[src/rtl/axis_pipe_pkg.sv]
// Shared types and helpers for the AXI-Stream pipe slices.
// The beat struct groups everything that travels with tvalid through a stage.
package axis_pipe_pkg;

   localparam int MAX_PIPE_DEPTH = 16;
   localparam int AXIS_DSIZE     = 32;
   localparam int AXIS_USIZE     = 1;

   typedef struct packed {
      logic [AXIS_DSIZE-1:0]   tdata;
      logic [AXIS_DSIZE/8-1:0] tkeep;
      logic [AXIS_USIZE-1:0]   tuser;
      logic                    tlast;
   } axis_beat_t;

   function automatic int occ_width(input int depth);
      return $clog2(depth + 1);
   endfunction

endpackage

[src/rtl/axis_master_pipe_stage.sv]
// One forward register stage: a valid bit plus payload.
// The stage is open whenever it is empty or the stage after it is open.
module axis_master_pipe_stage
   import axis_pipe_pkg::*;
#(
   parameter type beat_t = axis_beat_t
) (
   input  logic  aclk,
   input  logic  aresetn,
   input  logic  aclken,
   input  logic  src_valid,
   input  beat_t src_beat,
   input  logic  r_in,
   output logic  r_out,
   output logic  valid,
   output beat_t beat
);

   assign r_out = !valid || r_in;

   // NOTE: non-blocking assignments so every stage samples its neighbour's pre-edge value.
   always_ff @(posedge aclk or negedge aresetn) begin
      if (!aresetn) begin
         valid <= 1'b0;
         beat  <= '0;
      end else if (aclken && r_out) begin
         valid <= src_valid;
         if (src_valid) begin
            beat <= src_beat;
         end
      end
   end

endmodule

[src/rtl/axis_master_pipe_a1.sv]
// Forward-path AXI-Stream register slice: valid and payload are registered through
// DEPTH bubble-collapsing stages while tready remains a combinational chain.
module axis_master_pipe_a1
   import axis_pipe_pkg::*;
#(
   parameter int DEPTH = 1,
   parameter int DSIZE = 32,
   parameter int USIZE = 1
) (
   input  logic                        aclk,
   input  logic                        aresetn,
   input  logic                        aclken,
   input  logic                        in_tvalid,
   output logic                        in_tready,
   input  logic [DSIZE-1:0]            in_tdata,
   input  logic [DSIZE/8-1:0]          in_tkeep,
   input  logic [USIZE-1:0]            in_tuser,
   input  logic                        in_tlast,
   output logic                        out_tvalid,
   input  logic                        out_tready,
   output logic [DSIZE-1:0]            out_tdata,
   output logic [DSIZE/8-1:0]          out_tkeep,
   output logic [USIZE-1:0]            out_tuser,
   output logic                        out_tlast,
   output logic [occ_width(DEPTH)-1:0] occupancy
);

   localparam int STAGES = (DEPTH < 1) ? 1 : ((DEPTH > MAX_PIPE_DEPTH) ? MAX_PIPE_DEPTH : DEPTH);
   localparam int OW     = occ_width(DEPTH);

   typedef struct packed {
      logic [DSIZE-1:0]   tdata;
      logic [DSIZE/8-1:0] tkeep;
      logic [USIZE-1:0]   tuser;
      logic               tlast;
   } beat_t;

   beat_t in_beat;
   beat_t out_beat;
   logic  in_xfer;
   logic  out_xfer;

   assign in_beat = '{tdata: in_tdata, tkeep: in_tkeep, tuser: in_tuser, tlast: in_tlast};

   // Stage k is fed by stage k-1 and sees the ready of stage k+1; stage 0 faces the input.
   for (genvar k = 0; k < STAGES; k++) begin : g_stage
      logic  src_valid;
      beat_t src_beat;
      logic  rdy_in;
      logic  rdy;
      logic  valid;
      beat_t beat;

      if (k == 0) begin : g_head
         assign src_valid = in_tvalid;
         assign src_beat  = in_beat;
      end else begin : g_body
         assign src_valid = g_stage[k-1].valid;
         assign src_beat  = g_stage[k-1].beat;
      end

      if (k == STAGES - 1) begin : g_tail
         assign rdy_in = out_tready;
      end else begin : g_link
         assign rdy_in = g_stage[k+1].rdy;
      end

      axis_master_pipe_stage #(
         .beat_t (beat_t)
      ) u_stage (
         .aclk      (aclk),
         .aresetn   (aresetn),
         .aclken    (aclken),
         .src_valid (src_valid),
         .src_beat  (src_beat),
         .r_in      (rdy_in),
         .r_out     (rdy),
         .valid     (valid),
         .beat      (beat)
      );
   end

   assign in_tready  = g_stage[0].rdy;
   assign out_tvalid = g_stage[STAGES-1].valid;
   assign out_beat   = g_stage[STAGES-1].beat;

   assign out_tdata  = out_beat.tdata;
   assign out_tkeep  = out_beat.tkeep;
   assign out_tuser  = out_beat.tuser;
   assign out_tlast  = out_beat.tlast;

   assign in_xfer  = in_tvalid && in_tready && aclken;
   assign out_xfer = out_tvalid && out_tready && aclken;

   always_ff @(posedge aclk or negedge aresetn) begin
      if (!aresetn) begin
         occupancy <= '0;
      end else if (in_xfer != out_xfer) begin
         occupancy <= in_xfer ? occupancy + OW'(1) : occupancy - OW'(1);
      end
   end

endmodule

[config.mk]
export PLATFORM = sky130hd
export DESIGN_NAME = axis_master_pipe_a1
export DESIGN_NICKNAME = d
export VERILOG_FILES = /design/src/rtl/axis_pipe_pkg.sv /design/src/rtl/axis_master_pipe_stage.sv /design/src/rtl/axis_master_pipe_a1.sv
export SDC_FILE = /design/constraint.sdc
export NUM_CORES = 1
export LEC_CHECK = 0
export BUFFER_PORTS_ARGS = -buffer_cell sky130_fd_sc_hd__buf_2
export CAP_MARGIN = 30
export CORE_MARGIN = 3
export CORE_UTILIZATION = 46
export CTS_BUF_LIST = sky130_fd_sc_hd__clkbuf_8
export CTS_CLUSTER_DIAMETER = 30
export DETAILED_ROUTE_END_ITERATION = 7
export PLACE_DENSITY_LB_ADDON = 0.3
export RECOVER_POWER = 100
export SLEW_MARGIN = 30
export SYNTH_ARGS = -nofsm -noshare
export SYNTH_HDL_FRONTEND = slang
export SYNTH_HIERARCHICAL = 1
export SYNTH_SLANG_ARGS = --single-unit
[constraint.sdc]
create_clock -name aclk -period 1.6 [get_ports aclk]
set_input_delay 0.16 -clock aclk [delete_from_list [all_inputs] [get_ports aclk]]
set_output_delay 0.16 -clock aclk [all_outputs]
set_load 0.005 [all_outputs]
==> summary.txt, run 1 <==
CTS
  – Number of buffers inserted during clock tree synthesis: 5
  – Number of H-tree levels: 2
  – Post-CTS setup-driven buffer insertion count: 0
  – TritonCTS clock tree: yes
  – CTS max path bufs: 2
  – Clk_lat worst skew: 290 ps
  – CTS Sinks: 40
  – Clock slew seen by the registers of the worst setup and hold paths: ~80 ps
  – Master cell of the clock root buffer: sky130_fd_sc_hd__clkbuf_8
  – Post-cts sizing count: 0

Timing
  – Highest clock frequency the design can meet: 715 MHz
  – Worst path setup slack after routing: 202 ps
  – Hold slack: about 78 ps
  – Total setup violations reported at the end of the flow: 0
  – Min Clock Period, post-route: between 1000 and 1500 ps
  – Count of final hold-check violations: 0
  – Post-Route Setup TNS: 0 ps
  – Pin slew with the least headroom to its limit: roughly 950 ps
  – RSZ-0062 raised after global routing: no
  – Worst Clk Skew: 7.13 ps
  – Share of the clock period used by the worst path after layout: 87.4%
  – Final Max Slew Viols: 0
  – Max-Slew Margin vs Limit: approximately 37%

Yosys
  – Post-synth cell types: 12
  – Mean area per synthesized cell: approximately 18 µm²
  – Synth warnings: 6
  – Post-Synth Simple-Gate Area: 2.46%
  – Post-Syn Area: 1630 µm²
  – Number of register bits inferred by synthesis: 40
  – Synthesized-area fraction occupied by ao, oa, aoi and oai cells: 0.538%
  – Proportion of synthesized area in mux cells: 30.9%
  – Main combinational cell family by area after synthesis: multiplexers
  – Net count after synthesis: approximately 130
  – Sequential area share after synthesis: between 60% and 70%
  – Synth Area in XOR/XNOR: between 1 and 1.5%
  – Gate Count Post-Synth: 91
  – Post-Synth Adder-Cell Area: 0%

Worst setup path
  – Worst Reg2Reg Path Length in Cells: 4
  – Element type at the critical path end: register
  – Cell with the biggest individual delay on the critical path: sky130_fd_sc_hd__dfrtp_1
  – Critical R2R Capture: g_stage[0].u_stage/beat[28]$_DFFE_PN0P_
  – Highest fanout seen on the critical path: 17
  – Longest individual stage delay on the worst path: 430 ps
  – Category of the worst setup path launch point: register
  – Worst path top cell family by delay: flip-flops
  – Buffering stage count on the worst path with inverters included: 1
  – Startpoint of the worst register-to-register path: g_stage[0].u_stage/valid$_DFFE_PN0P_
  – Ordered list of cells on the worst path: nand2b_2 -> and3_4 -> buf_12 -> mux2_1
  – Critical path class: reg2reg
  – Reg2Reg Setup Slack: 200 ps
  – Required time worst endpoint: between 1500 and 2000 ps
  – Data arrival time at the worst-slack endpoint: 1560 ps

Power and ir drop
  – Pwr Density: 1270 nW/µm²
  – Worst vdd ir: 921 µV
  – Standby leakage power: 1.03 nW
  – Design Power: 2.69 mW

Placed design
  – Placer congestion estimate: slightly above 0.7
  – Final HPWL from detailed placement: ~2500 µm
  – Number of cells in the design after placement: 217
  – DP Area: 2090 µm²
  – Port-buffer cells: 83
  – Minimum setup slack after placement: 190 ps

Die
  – Core Area: 3200 µm²
  – Num ports: between 80 and 90
  – Horizontal extent of the die: about 65 µm
  – FP Rows: 20
  – Area enclosed by the die boundary: between 4000 and 5000 µm²
  – Initial cell density of the core: 50.8%
  – Die Span Y: 65.5 µm

Status
  – Result of the run: finished, final reports clean

GRT
  – Overflow left after global routing: 0
  – GRT Util Overall: 17.9%
  – Number of antenna violations at the first check in global routing: 0
  – Maximum number of pins on one net before global-route repair: 41
  – Number of global-route vias before repair: 1133
  – Global-route wire length before repair: 5650 µm

Route
  – Drt total wl: ~3300 µm
  – Routed vias/inst: about 4.6
  – Routed length per instance: 14.7 µm
  – Number of remaining DRC errors: 0
  – Drt first pass iters: 3
  – Via count: 1050
  – Initial DRC Count: 25
  – Antenna viol nets, final: 0

Cells and area
  – Ant. Diodes: 0
  – Fraction of final layout cells with drive strength greater than 1: 57.1%
  – Share of the core filled with cells in the final layout: 66.3%
  – Final non-filler cell area: 2120 µm²
  – Post-route insts no fill: roughly 230
  – Total Nets Final: 224
  – Synthesis-to-layout area growth: 30.5%

Min path
  – HP Start: in_tdata[24]
  – HP Class: in2reg
  – Worst Hold Endpoint: g_stage[0].u_stage/beat[30]$_DFFE_PN0P_
  – Hold-critical path depth: 2

Job
  – Max_cap viols: 0
## where the power goes
part           switching [mW]  internal [mW]
Clock                   0.352          0.461
Combinational           0.221          0.326
Sequential              0.108           1.22
Total                   0.681           2.00
## cells by family after synthesis
family,count (synthesis)
AO/OA/AOI/OAI,1
XOR/XNOR,2
buffers and inverters,4
flip-flops,40
multiplexers,38
AND/OR/NAND/NOR,6
## synthesized netlist by cell type
| cell type | n | share of area [%] |
|---|---|---|
| sky130_fd_sc_hd__buf_6 | 1 | 0.69 |
| sky130_fd_sc_hd__mux2_2 | 18 | 12 |
| sky130_fd_sc_hd__xnor2_1 | 1 | 0.54 |
| sky130_fd_sc_hd__xor2_1 | 1 | 0.54 |
| sky130_fd_sc_hd__buf_12 | 2 | 2.5 |
| sky130_fd_sc_hd__mux2_4 | 20 | 18 |
| sky130_fd_sc_hd__and3_4 | 1 | 0.69 |
| sky130_fd_sc_hd__a22o_1 | 1 | 0.54 |
| sky130_fd_sc_hd__nand2_1 | 4 | 0.92 |
| sky130_fd_sc_hd__buf_2 | 1 | 0.31 |
| sky130_fd_sc_hd__nand2b_4 | 1 | 0.85 |
| sky130_fd_sc_hd__dfrtp_1 | 40 | 62 |
## worst max path at each step
| stage | start | to | slack (ps) | cells after the start |
|---|---|---|---|---|
| 2_1_floorplan | g_stage[0].u_stage/valid$_DFFE_PN0P_ | g_stage[0].u_stage/beat[13]$_DFFE_PN0P_ | 210 | 5 |
| 3_3_place_gp | g_stage[0].u_stage/valid$_DFFE_PN0P_ | g_stage[0].u_stage/beat[7]$_DFFE_PN0P_ | 250 | 4 |
| 3_5_place_dp | g_stage[0].u_stage/valid$_DFFE_PN0P_ | g_stage[0].u_stage/beat[6]$_DFFE_PN0P_ | 190 | 4 |
| 4_1_cts | g_stage[0].u_stage/valid$_DFFE_PN0P_ | g_stage[0].u_stage/beat[6]$_DFFE_PN0P_ | 170 | 4 |
| 5_1_grt | g_stage[0].u_stage/valid$_DFFE_PN0P_ | g_stage[0].u_stage/beat[7]$_DFFE_PN0P_ | 140 | 4 |
| 6_report | g_stage[0].u_stage/valid$_DFFE_PN0P_ | g_stage[0].u_stage/beat[28]$_DFFE_PN0P_ | 200 | 4 |
## state kept, by name, indices dropped and copies added, names as in the netlist
name	cells
g_stage.u_stage/beat	38
g_stage.u_stage/valid	1
occupancy	1
## layer usage
metal / track usage, % / part of all wire, % / up-vias
li1: - / - / 495
met1: 20.8 / 38 / 504
met2: 30.3 / 52 / 47
met3: 7.01 / 9.6 / 4
met4: 5.44 / 0.84 / 0
met5: 0 / 0 / -
## repair_timing
| item | 4_1_cts | 5_1_grt |
|---|---|---|
| endpoints found under the setup margin | 0 | 0 |
| hold endpoints to repair | 40 | 0 |
| hold buffers | 1 | 0 |
## layout make-up
| cell class | instances | area [µm²] |
|---|---|---|
| fill | 299 | 1080 |
| sequential | 40 | 1000 |
| multi-input combinational | 47 | 500 |
| timing repair buffer | 87 | 454 |
| clock buffer | 5 | 68.8 |
| tap | 44 | 55.1 |
| clock inverter | 3 | 42.5 |
## worst reg2reg max path: stages (launching register included)
cell and delay, ps:
sky130_fd_sc_hd__dfrtp_1 430, sky130_fd_sc_hd__nand2b_2 100, sky130_fd_sc_hd__and3_4 220, sky130_fd_sc_hd__buf_12 160, sky130_fd_sc_hd__mux2_1 360
## layout by cell type, fill, tap and decap left out, drive strengths merged
cell	synthesis	routed
nand2b	1	1
nand2	4	4
and3	1	1
mux2	38	38
bufinv	0	1
dfrtp	40	40
clkinv	0	1
a22o	1	1
xnor2	1	1
xor2	1	1
clkbuf	0	19
clkinvlp	0	1
dlygate4sd3	0	1
buf	4	72
(Power assumes the default switching activity.)
==> inputs of run 2 (changes only) <==
--- a/config.mk
+++ b/config.mk
@@ -8,7 +8,7 @@
 export BUFFER_PORTS_ARGS = -buffer_cell sky130_fd_sc_hd__buf_2
 export CAP_MARGIN = 30
 export CORE_MARGIN = 3
-export CORE_UTILIZATION = 46
+export CORE_UTILIZATION = 42
 export CTS_BUF_LIST = sky130_fd_sc_hd__clkbuf_8
 export CTS_CLUSTER_DIAMETER = 30
 export DETAILED_ROUTE_END_ITERATION = 7
==> constraint.sdc (replaced) <==
create_clock -name aclk -period 1.1 [get_ports aclk]
set_input_delay 0.11 -clock aclk [delete_from_list [all_inputs] [get_ports aclk]]
set_output_delay 0.11 -clock aclk [all_outputs]
set_load 0.005 [all_outputs]
==> run 2 against run 1 <==
Net effect:
- the run now ends with setup timing left
- critical endpoint is now g_stage[0].u_stage/beat[33]$_DFFE_PN0P_
- largest cell class unchanged
- combinational power increased by 85%
- core utilization decreased by 1.3 points
- critical path type unchanged
- hold slack got worse by 19 ps
- clock-buffer cell count increased by 1
- highest routed layer unchanged
==> summary.txt, run 2 (synthesis results as in run 1) <==
Status
  – Result of the run: finished with violations
  – Violations in the final reports: setup timing

Route
  – Routed length per instance: 14.7 µm (-0.41%)
  – Drt total wl: 3420 µm (+2.7%)
  – Antenna viol nets, final: 0 (unchanged)
  – Routed vias/inst: 4.61 (-0.79%)
  – Initial DRC Count: 41 (+64%)
  – Number of remaining DRC errors: 0 (unchanged)
  – Drt first pass iters: 4 (+1)
  – Via count: 1074 (+2.3%)

Cells and area
  – Synthesis-to-layout area growth: 40.7%
  – Register with the most flip-flops: g_stage.u_stage/beat
  – Leading cell types in the layout, fill and taps excluded: sky130_fd_sc_hd__buf_2, sky130_fd_sc_hd__dfrtp_1, sky130_fd_sc_hd__mux2_4
  – Register Area: 1000 µm² (unchanged)
  – Number of flip-flops in the largest register: 38 (unchanged)
  – Most common library cell in the layout ignoring fill and taps: sky130_fd_sc_hd__buf_2
  – Area of the multi-input gates: 619 µm² (+24%)
  – Fraction of final layout cells with drive strength greater than 1: 65.2% (+8.1 points)
  – Ant. Diodes: 0 (unchanged)
  – Top Registers: g_stage.u_stage/beat x38, g_stage.u_stage/valid x1, occupancy x1
  – Total Nets Final: 229 (+2.2%)
  – Fillcell total: 288 (-3.7%)
  – Post-route insts no fill: 233 (+3.1%)

GRT
  – Maximum number of pins on one net before global-route repair: 41 (unchanged)
  – Global-route wire length before repair: 5040 µm (-11%)
  – Number of antenna violations at the first check in global routing: 0 (unchanged)
  – Overflow left after global routing: 0 (unchanged)
  – GRT Util Overall: 15.0% (-2.9 points)
  – Number of global-route vias before repair: 1132 (-0.088%)

Timing
  – RSZ-0062 raised after global routing: yes
  – Final Max Slew Viols: 0 (unchanged)
  – Post-Route Setup TNS: -9090 ps (-9090 ps)
  – Worst Clk Skew: 2.67 ps (-4.46 ps)
  – Total setup violations reported at the end of the flow: 40 (+40)
  – Highest clock frequency the design can meet: 729 MHz (+1.9%)
  – Share of the clock period used by the worst path after layout: 125% (+37 points)
  – Worst path setup slack after routing: -272 ps (-475 ps)
  – Pin slew with the least headroom to its limit: 529 ps (-421 ps)
  – Min Clock Period, post-route: 1370 ps (-25.5 ps)
  – Max-Slew Margin vs Limit: 64.7% (+28 points)
  – Count of final hold-check violations: 0 (unchanged)

Die
  – Num ports: 84 (unchanged)
  – Core Area: 3520 µm² (+9.9%)
  – Initial cell density of the core: 46.2% (-4.6 points)
  – FP Rows: 21 (+5.0%)
  – Die Span Y: 68.2 µm (+4.2%)
  – Horizontal extent of the die: 68.2 µm (+4.2%)
  – Area enclosed by the die boundary: 4660 µm² (+8.6%)

Worst setup path
  – Data arrival time at the worst-slack endpoint: 1540 ps (-20 ps)
  – Cell with the biggest individual delay on the critical path: sky130_fd_sc_hd__dfrtp_1
  – Worst Reg2Reg Path Length in Cells: 4 (unchanged)
  – Ordered list of cells on the worst path: nand2b_4 -> and3_4 -> buf_12 -> mux2_2
  – Reg2Reg Setup Slack: -270 ps (-470 ps)
  – Highest fanout seen on the critical path: 16 (-1)
  – Buffering stage count on the worst path with inverters included: 1 (unchanged)
  – Element type at the critical path end: register
  – Longest individual stage delay on the worst path: 410 ps (-20 ps)
  – Worst path top cell family by delay: flip-flops
  – Startpoint of the worst register-to-register path: g_stage[0].u_stage/valid$_DFFE_PN0P_
  – Category of the worst setup path launch point: register
  – Critical path class: reg2reg
  – Critical R2R Capture: g_stage[0].u_stage/beat[33]$_DFFE_PN0P_
  – Required time worst endpoint: 1260 ps (-510 ps)

Min path
  – Worst Hold Endpoint: g_stage[0].u_stage/beat[32]$_DFFE_PN0P_
  – HP Class: in2reg
  – HP Start: in_tdata[26]
  – Hold-critical path depth: 2 (unchanged)

CTS
  – Number of H-tree levels: 2 (unchanged)
  – Number of buffers inserted during clock tree synthesis: 5 (unchanged)
  – CTS Sinks: 40 (unchanged)
  – Master cell of the clock root buffer: sky130_fd_sc_hd__clkbuf_8
  – Clk_lat worst skew: 280 ps (about the same)
  – Clock slew seen by the registers of the worst setup and hold paths: 70 ps (about the same)
  – TritonCTS clock tree: yes
  – CTS max path bufs: 2 (unchanged)

Placed design
  – Final HPWL from detailed placement: 2370 µm (-6.2%)
  – Port-buffer cells: 83 (unchanged)
  – Number of cells in the design after placement: 222 (+2.3%)
  – Placer congestion estimate: 0.692 (-2.4%)
  – Minimum setup slack after placement: -268 ps (-459 ps)

Power and ir drop
  – Standby leakage power: 1.15 nW (+12%)
  – Pwr Density: 1690 nW/µm² (+34%)
  – Worst vdd ir: 949 µV (+3.1%)
  – Design Power: 3.88 mW (+44%)

Job
  – Max_cap viols: 0 (unchanged)
run 2: cell count changes in the layout (fill, tap and decap cells not counted), moves of 3 or more:
cell                       delta
sky130_fd_sc_hd__mux2_1      -17
sky130_fd_sc_hd__mux2_4      +29
sky130_fd_sc_hd__clkbuf_1     +4
sky130_fd_sc_hd__mux2_2      -12
sky130_fd_sc_hd__buf_6        +3
sky130_fd_sc_hd__buf_2        -5
run 2: area by class of cell:
type,count,share of cell area (%)
Sequential cell,40,43.7
Multi-Input combinational cell,47,27.1
Timing Repair Buffer,92,22.7
Clock buffer,6,3.61
Tap cell,46,2.52
Clock inverter,2,0.328
run 2: worst max-delay path by stage:
stage / startpoint / to / slack [ps] / cells after the start
floorplan: g_stage[0].u_stage/valid$_DFFE_PN0P_ / g_stage[0].u_stage/beat[13]$_DFFE_PN0P_ / -270 / 5
global placement: g_stage[0].u_stage/valid$_DFFE_PN0P_ / g_stage[0].u_stage/beat[7]$_DFFE_PN0P_ / -210 / 4
detailed placement: g_stage[0].u_stage/valid$_DFFE_PN0P_ / g_stage[0].u_stage/beat[11]$_DFFE_PN0P_ / -270 / 4
CTS: g_stage[0].u_stage/valid$_DFFE_PN0P_ / g_stage[0].u_stage/beat[11]$_DFFE_PN0P_ / -280 / 4
global route: g_stage[0].u_stage/valid$_DFFE_PN0P_ / g_stage[0].u_stage/beat[35]$_DFFE_PN0P_ / -310 / 4
finish: g_stage[0].u_stage/valid$_DFFE_PN0P_ / g_stage[0].u_stage/beat[33]$_DFFE_PN0P_ / -270 / 4
run 2: repair_timing:
action / in CTS / in global routing
gates cloned: 0 / 1
buffers inserted: 1 / 1
hold endpoints to repair: 40 / 0
hold buffers: 1 / 0
pin swaps: 0 / 2
setup endpoints to repair: 40 / 41
resized for setup: 4 / 13
run 2: routing by layer:
metal  wire, µm  GRT usage, %  up-vias
li1           -             -      505
met1       1430          17.1      518
met2       1710          25.4       46
met3        243          4.43        5
met4         40          7.44        0
met5          0             0        -
run 2: power breakdown:
| group | internal [mW] | total (mW) | switching (mW) | leakage (nW) |
|---|---|---|---|---|
| clock network | 0.492 | 0.931 | 0.439 | 0.0538 |
| registers | 1.77 | 1.94 | 0.166 | 0.470 |
| logic | 0.654 | 1.01 | 0.352 | 0.630 |
run 2: through the flow:
step | instance area (µm²) | util (%) | hold WS [ps]
final | 2290 | 65.0 | 59.4
after global routing | 2290 | 65.0 | 46.8
after CTS | 2240 | 63.7 | 44.1
after detailed placement | 2130 | 60.4 | 94.6
after global placement | 2130 | 60.4 | 91.0
after floorplan | 1630 | - | -186
==> inputs of run 3 (changes only) <==
--- a/config.mk
+++ b/config.mk
@@ -12,10 +12,9 @@
 export CTS_BUF_LIST = sky130_fd_sc_hd__clkbuf_8
 export CTS_CLUSTER_DIAMETER = 30
 export DETAILED_ROUTE_END_ITERATION = 7
-export PLACE_DENSITY_LB_ADDON = 0.3
+export PLACE_DENSITY_LB_ADDON = 0.12
 export RECOVER_POWER = 100
 export SLEW_MARGIN = 30
 export SYNTH_ARGS = -nofsm -noshare
 export SYNTH_HDL_FRONTEND = slang
-export SYNTH_HIERARCHICAL = 1
 export SYNTH_SLANG_ARGS = --single-unit
==> run 3 against run 2 <==
Net effect:
- the flow still finishes with violations (setup timing)
- clock skew increased by 1.7 ps
- critical path type unchanged
- clock-buffer cell count decreased by 1
- largest power group unchanged
- power increased by 3.1%
- synthesized cell count decreased by 1.1%
- highest routed layer unchanged
- die area unchanged
- routed wire length decreased by 4.4%
- cell area decreased by 1.0%
- synthesized area unchanged
- flip-flop and latch count unchanged
==> summary.txt, run 3 <==
Die
  – Num ports: 84 (unchanged)
  – Area enclosed by the die boundary: 4660 µm² (unchanged)
  – FP Rows: 21 (unchanged)
  – Core Area: 3520 µm² (unchanged)
  – Initial cell density of the core: 46.2% (unchanged)
  – Die Span Y: 68.2 µm (unchanged)
  – Horizontal extent of the die: 68.2 µm (unchanged)

GRT
  – GRT Util Overall: 15.4% (+0.48 points)
  – Number of global-route vias before repair: 1111 (-1.9%)
  – Overflow left after global routing: 0 (unchanged)
  – Number of antenna violations at the first check in global routing: 0 (unchanged)
  – Maximum number of pins on one net before global-route repair: 41 (unchanged)
  – Global-route wire length before repair: 5140 µm (+2.0%)

Worst setup path
  – Required time worst endpoint: 1270 ps (about the same)
  – Critical path class: reg2reg
  – Buffering stage count on the worst path with inverters included: 1 (unchanged)
  – Highest fanout seen on the critical path: 23 (+7)
  – Reg2Reg Setup Slack: -260 ps (about the same)
  – Longest individual stage delay on the worst path: 410 ps (about the same)
  – Worst path top cell family by delay: flip-flops
  – Data arrival time at the worst-slack endpoint: 1540 ps (about the same)
  – Element type at the critical path end: register
  – Ordered list of cells on the worst path: nand2b_4 -> nor2b_4 -> buf_12 -> mux2_2
  – Category of the worst setup path launch point: register
  – Critical R2R Capture: g_stage[0].u_stage.beat[34]$_DFFE_PN0P_
  – Cell with the biggest individual delay on the critical path: sky130_fd_sc_hd__dfrtp_1
  – Worst Reg2Reg Path Length in Cells: 4 (unchanged)
  – Startpoint of the worst register-to-register path: g_stage[0].u_stage.valid$_DFFE_PN0P_

Route
  – Drt total wl: 3270 µm (-4.4%)
  – Antenna viol nets, final: 0 (unchanged)
  – Drt first pass iters: 2 (-2)
  – Initial DRC Count: 72 (+76%)
  – Via count: 1086 (+1.1%)
  – Routed vias/inst: 4.66 (+1.1%)
  – Number of remaining DRC errors: 0 (unchanged)
  – Routed length per instance: 14.0 µm (-4.4%)

Min path
  – HP Class: in2reg
  – Hold-critical path depth: 2 (unchanged)
  – HP Start: in_tdata[30]
  – Worst Hold Endpoint: g_stage[0].u_stage.beat[36]$_DFFE_PN0P_

Cells and area
  – Post-route insts no fill: 233 (unchanged)
  – Share of the core filled with cells in the final layout: 64.3% (-0.68 points)
  – Area of the multi-input gates: 573 µm² (-7.5%)
  – Register Area: 1000 µm² (unchanged)
  – Synthesis-to-layout area growth: 39.2%
  – Register with the most flip-flops: g_stage.u_stage.beat
  – Leading cell types in the layout, fill and taps excluded: sky130_fd_sc_hd__buf_2, sky130_fd_sc_hd__dfrtp_1, sky130_fd_sc_hd__mux2_4
  – Ant. Diodes: 0 (unchanged)
  – Fraction of final layout cells with drive strength greater than 1: 74.3% (+9.1 points)
  – Fillcell total: 281 (-2.4%)
  – Number of flip-flops in the largest register: 38 (unchanged)
  – Final non-filler cell area: 2260 µm² (-1.0%)
  – Total Nets Final: 229 (unchanged)
  – Top Registers: g_stage.u_stage.beat x38, g_stage.u_stage.valid x1, occupancy x1
  – Most common library cell in the layout ignoring fill and taps: sky130_fd_sc_hd__buf_2

Timing
  – Highest clock frequency the design can meet: 733 MHz (+0.58%)
  – Pin slew with the least headroom to its limit: 527 ps (-2.15 ps)
  – Final Max Slew Viols: 0 (unchanged)
  – Count of final hold-check violations: 0 (unchanged)
  – Worst Clk Skew: 4.38 ps (+1.71 ps)
  – Total setup violations reported at the end of the flow: 38 (-5.0%)
  – Worst path setup slack after routing: -264 ps (+7.98 ps)
  – Max-Slew Margin vs Limit: 64.9% (+0.14 points)
  – Share of the clock period used by the worst path after layout: 124% (-0.73 points)
  – RSZ-0062 raised after global routing: yes
  – Min Clock Period, post-route: 1360 ps (-7.98 ps)

Yosys
  – Gate Count Post-Synth: 90 (-1.1%)
  – Net count after synthesis: 133 (-0.75%)
  – Synth warnings: 0 (-6)
  – Leading cell types by count after synthesis: sky130_fd_sc_hd__dfrtp_1, sky130_fd_sc_hd__mux2_4, sky130_fd_sc_hd__mux2_2
  – Number of flops mapped to enable cells by yosys: 0 (unchanged)
  – Cell taking the most area after synthesis: sky130_fd_sc_hd__dfrtp_1
  – Post-Syn Area: 1630 µm² (unchanged)
  – Mean area per synthesized cell: 18.1 µm² (+1.1%)
  – Synth Flop Type: sky130_fd_sc_hd__dfrtp_1
  – Post-synth cell types: 13 (+1)
  – Number of register bits inferred by synthesis: 40 (unchanged)
  – Most instantiated library cell after synthesis: sky130_fd_sc_hd__dfrtp_1
  – Sequential area share after synthesis: 61.5% (unchanged)
  – Ys async rst share: 100% (unchanged)
  – Area fraction of the dominant cell type after synthesis: 61.5% (unchanged)
  – Leading post-synthesis cells by cell area: sky130_fd_sc_hd__dfrtp_1, sky130_fd_sc_hd__mux2_4, sky130_fd_sc_hd__mux2_2

Power and ir drop
  – Internal cell power: 3.05 mW (+4.6%)
  – Design Power: 3.99 mW (+3.1%)
  – Sequential cell fraction of total power: 48.2% (-1.8 points)
  – Standby leakage power: 1.16 nW (+1.0%)
  – Portion of total power attributed to the clock network: 28.0% (+4.0 points)
  – Switching power share of the total: 23.5% (-1.2 points)
  – Portion of total power attributed to combinational logic: 23.9% (-2.1 points)
  – Switching component of the power: 0.940 mW (-1.7%)
  – Pwr Density: 1760 nW/µm² (+4.2%)
  – Worst vdd ir: 1140 µV (+20%)

Placed design
  – Port-buffer cells: 83 (unchanged)
  – Number of cells in the design after placement: 221 (-0.45%)
  – Placer congestion estimate: 0.665 (-3.9%)
  – Final HPWL from detailed placement: 2320 µm (-2.3%)
  – DP Area: 2130 µm² (unchanged)

Status
  – Violations in the final reports: setup timing
  – Result of the run: finished with violations

CTS
  – CTS max path bufs: 2 (unchanged)
  – TritonCTS clock tree: yes
  – Clk_lat worst skew: 280 ps (about the same)
  – Number of H-tree levels: 2 (unchanged)
  – CTS Sinks: 40 (unchanged)
  – Clock slew seen by the registers of the worst setup and hold paths: 70 ps (about the same)
  – Master cell of the clock root buffer: sky130_fd_sc_hd__clkbuf_8
  – Number of buffers inserted during clock tree synthesis: 5 (unchanged)

Job
  – Max_cap viols: 0 (unchanged)
-- run 3: changes by cell type after synthesis --
cell                       delta
sky130_fd_sc_hd__nand2_1      -2
sky130_fd_sc_hd__nor2b_4      +1
sky130_fd_sc_hd__nand4b_1     +1
sky130_fd_sc_hd__o21ai_0      +1
sky130_fd_sc_hd__and3_4       -1
sky130_fd_sc_hd__xnor2_1      -1
-- run 3: worst max-delay path by stage --
stage                                                    start                                 endpoint  slack (ps)  depth (start not counted)
after floorplan           g_stage[0].u_stage.valid$_DFFE_PN0P_  g_stage[0].u_stage.beat[10]$_DFFE_PN0P_        -260                          5
after global placement    g_stage[0].u_stage.valid$_DFFE_PN0P_   g_stage[0].u_stage.beat[3]$_DFFE_PN0P_        -220                          4
after detailed placement  g_stage[0].u_stage.valid$_DFFE_PN0P_  g_stage[0].u_stage.beat[34]$_DFFE_PN0P_        -270                          4
after CTS                 g_stage[0].u_stage.valid$_DFFE_PN0P_  g_stage[0].u_stage.beat[27]$_DFFE_PN0P_        -280                          5
after global routing      g_stage[0].u_stage.valid$_DFFE_PN0P_  g_stage[0].u_stage.beat[34]$_DFFE_PN0P_        -320                          4
final                     g_stage[0].u_stage.valid$_DFFE_PN0P_  g_stage[0].u_stage.beat[34]$_DFFE_PN0P_        -260                          4
-- run 3: cell families (layout without fill, tap and decap cells) --
| kind of cell | Yosys count | in the layout | share of synthesized area, % |
|---|---|---|---|
| flops | 40 | 40 | 61.5 |
| mux | 38 | 38 | 30.9 |
| simple gates | 5 | 5 | 2.69 |
| buf+inv | 4 | 101 | 3.46 |
| compound gates | 2 | 2 | 0.846 |
| xor+xnor | 1 | 1 | 0.539 |
-- run 3: metal layers --
layer	GRT usage, %	wire (µm)
met2	24.4	1600
met3	6.73	329
met5	0	0
met1	19.2	1320
met4	4.47	22
-- run 3: power groups by stage --
stage	Clock [mW]	Combinational (mW)	Sequential, mW
after floorplan	0	0.433	1.98
after global placement	0	0.934	1.94
after detailed placement	0	0.950	1.95
after CTS	1.16	0.985	1.93
after global routing	1.24	1.05	1.97
final	1.12	0.953	1.92
-- run 3: final cells by class --
cell class | instances | share of cell area [%]
Tap cell | 46 | 2.54
Clock inverter | 3 | 1.71
Multi-Input combinational cell | 46 | 25.3
Sequential cell | 40 | 44.2
Timing Repair Buffer | 93 | 23.2
Clock buffer | 5 | 3.04
-- run 3: worst register-to-register path, delay by kind of cell (launching register included) --
family | cells | cell delay, ps
mux | 1 | 360
simple gates | 2 | 280
flops | 1 | 410
buf+inv | 1 | 210
-- run 3: repair_timing --
action                                 4_1_cts  5_1_grt
endpoints found under the hold margin       40        0
cloned                                       1        0
resized for setup                            2        2
buffers inserted                             2        2
setup endpoints to repair                   38       39
hold buffers                                 1        0
-- run 3: per-stage QoR --
| stage | setup slack (ps) | hold WS [ps] | TNS, ps |
|---|---|---|---|
| finish | -264 | 52.7 | -8890 |
| global route | -320 | 32.3 | -11070 |
| CTS | -275 | 43.0 | -9180 |
| detailed placement | -273 | 95.7 | -8670 |
| global placement | -221 | 92.3 | -7200 |
| floorplan | -260 | -186 | -8690 |
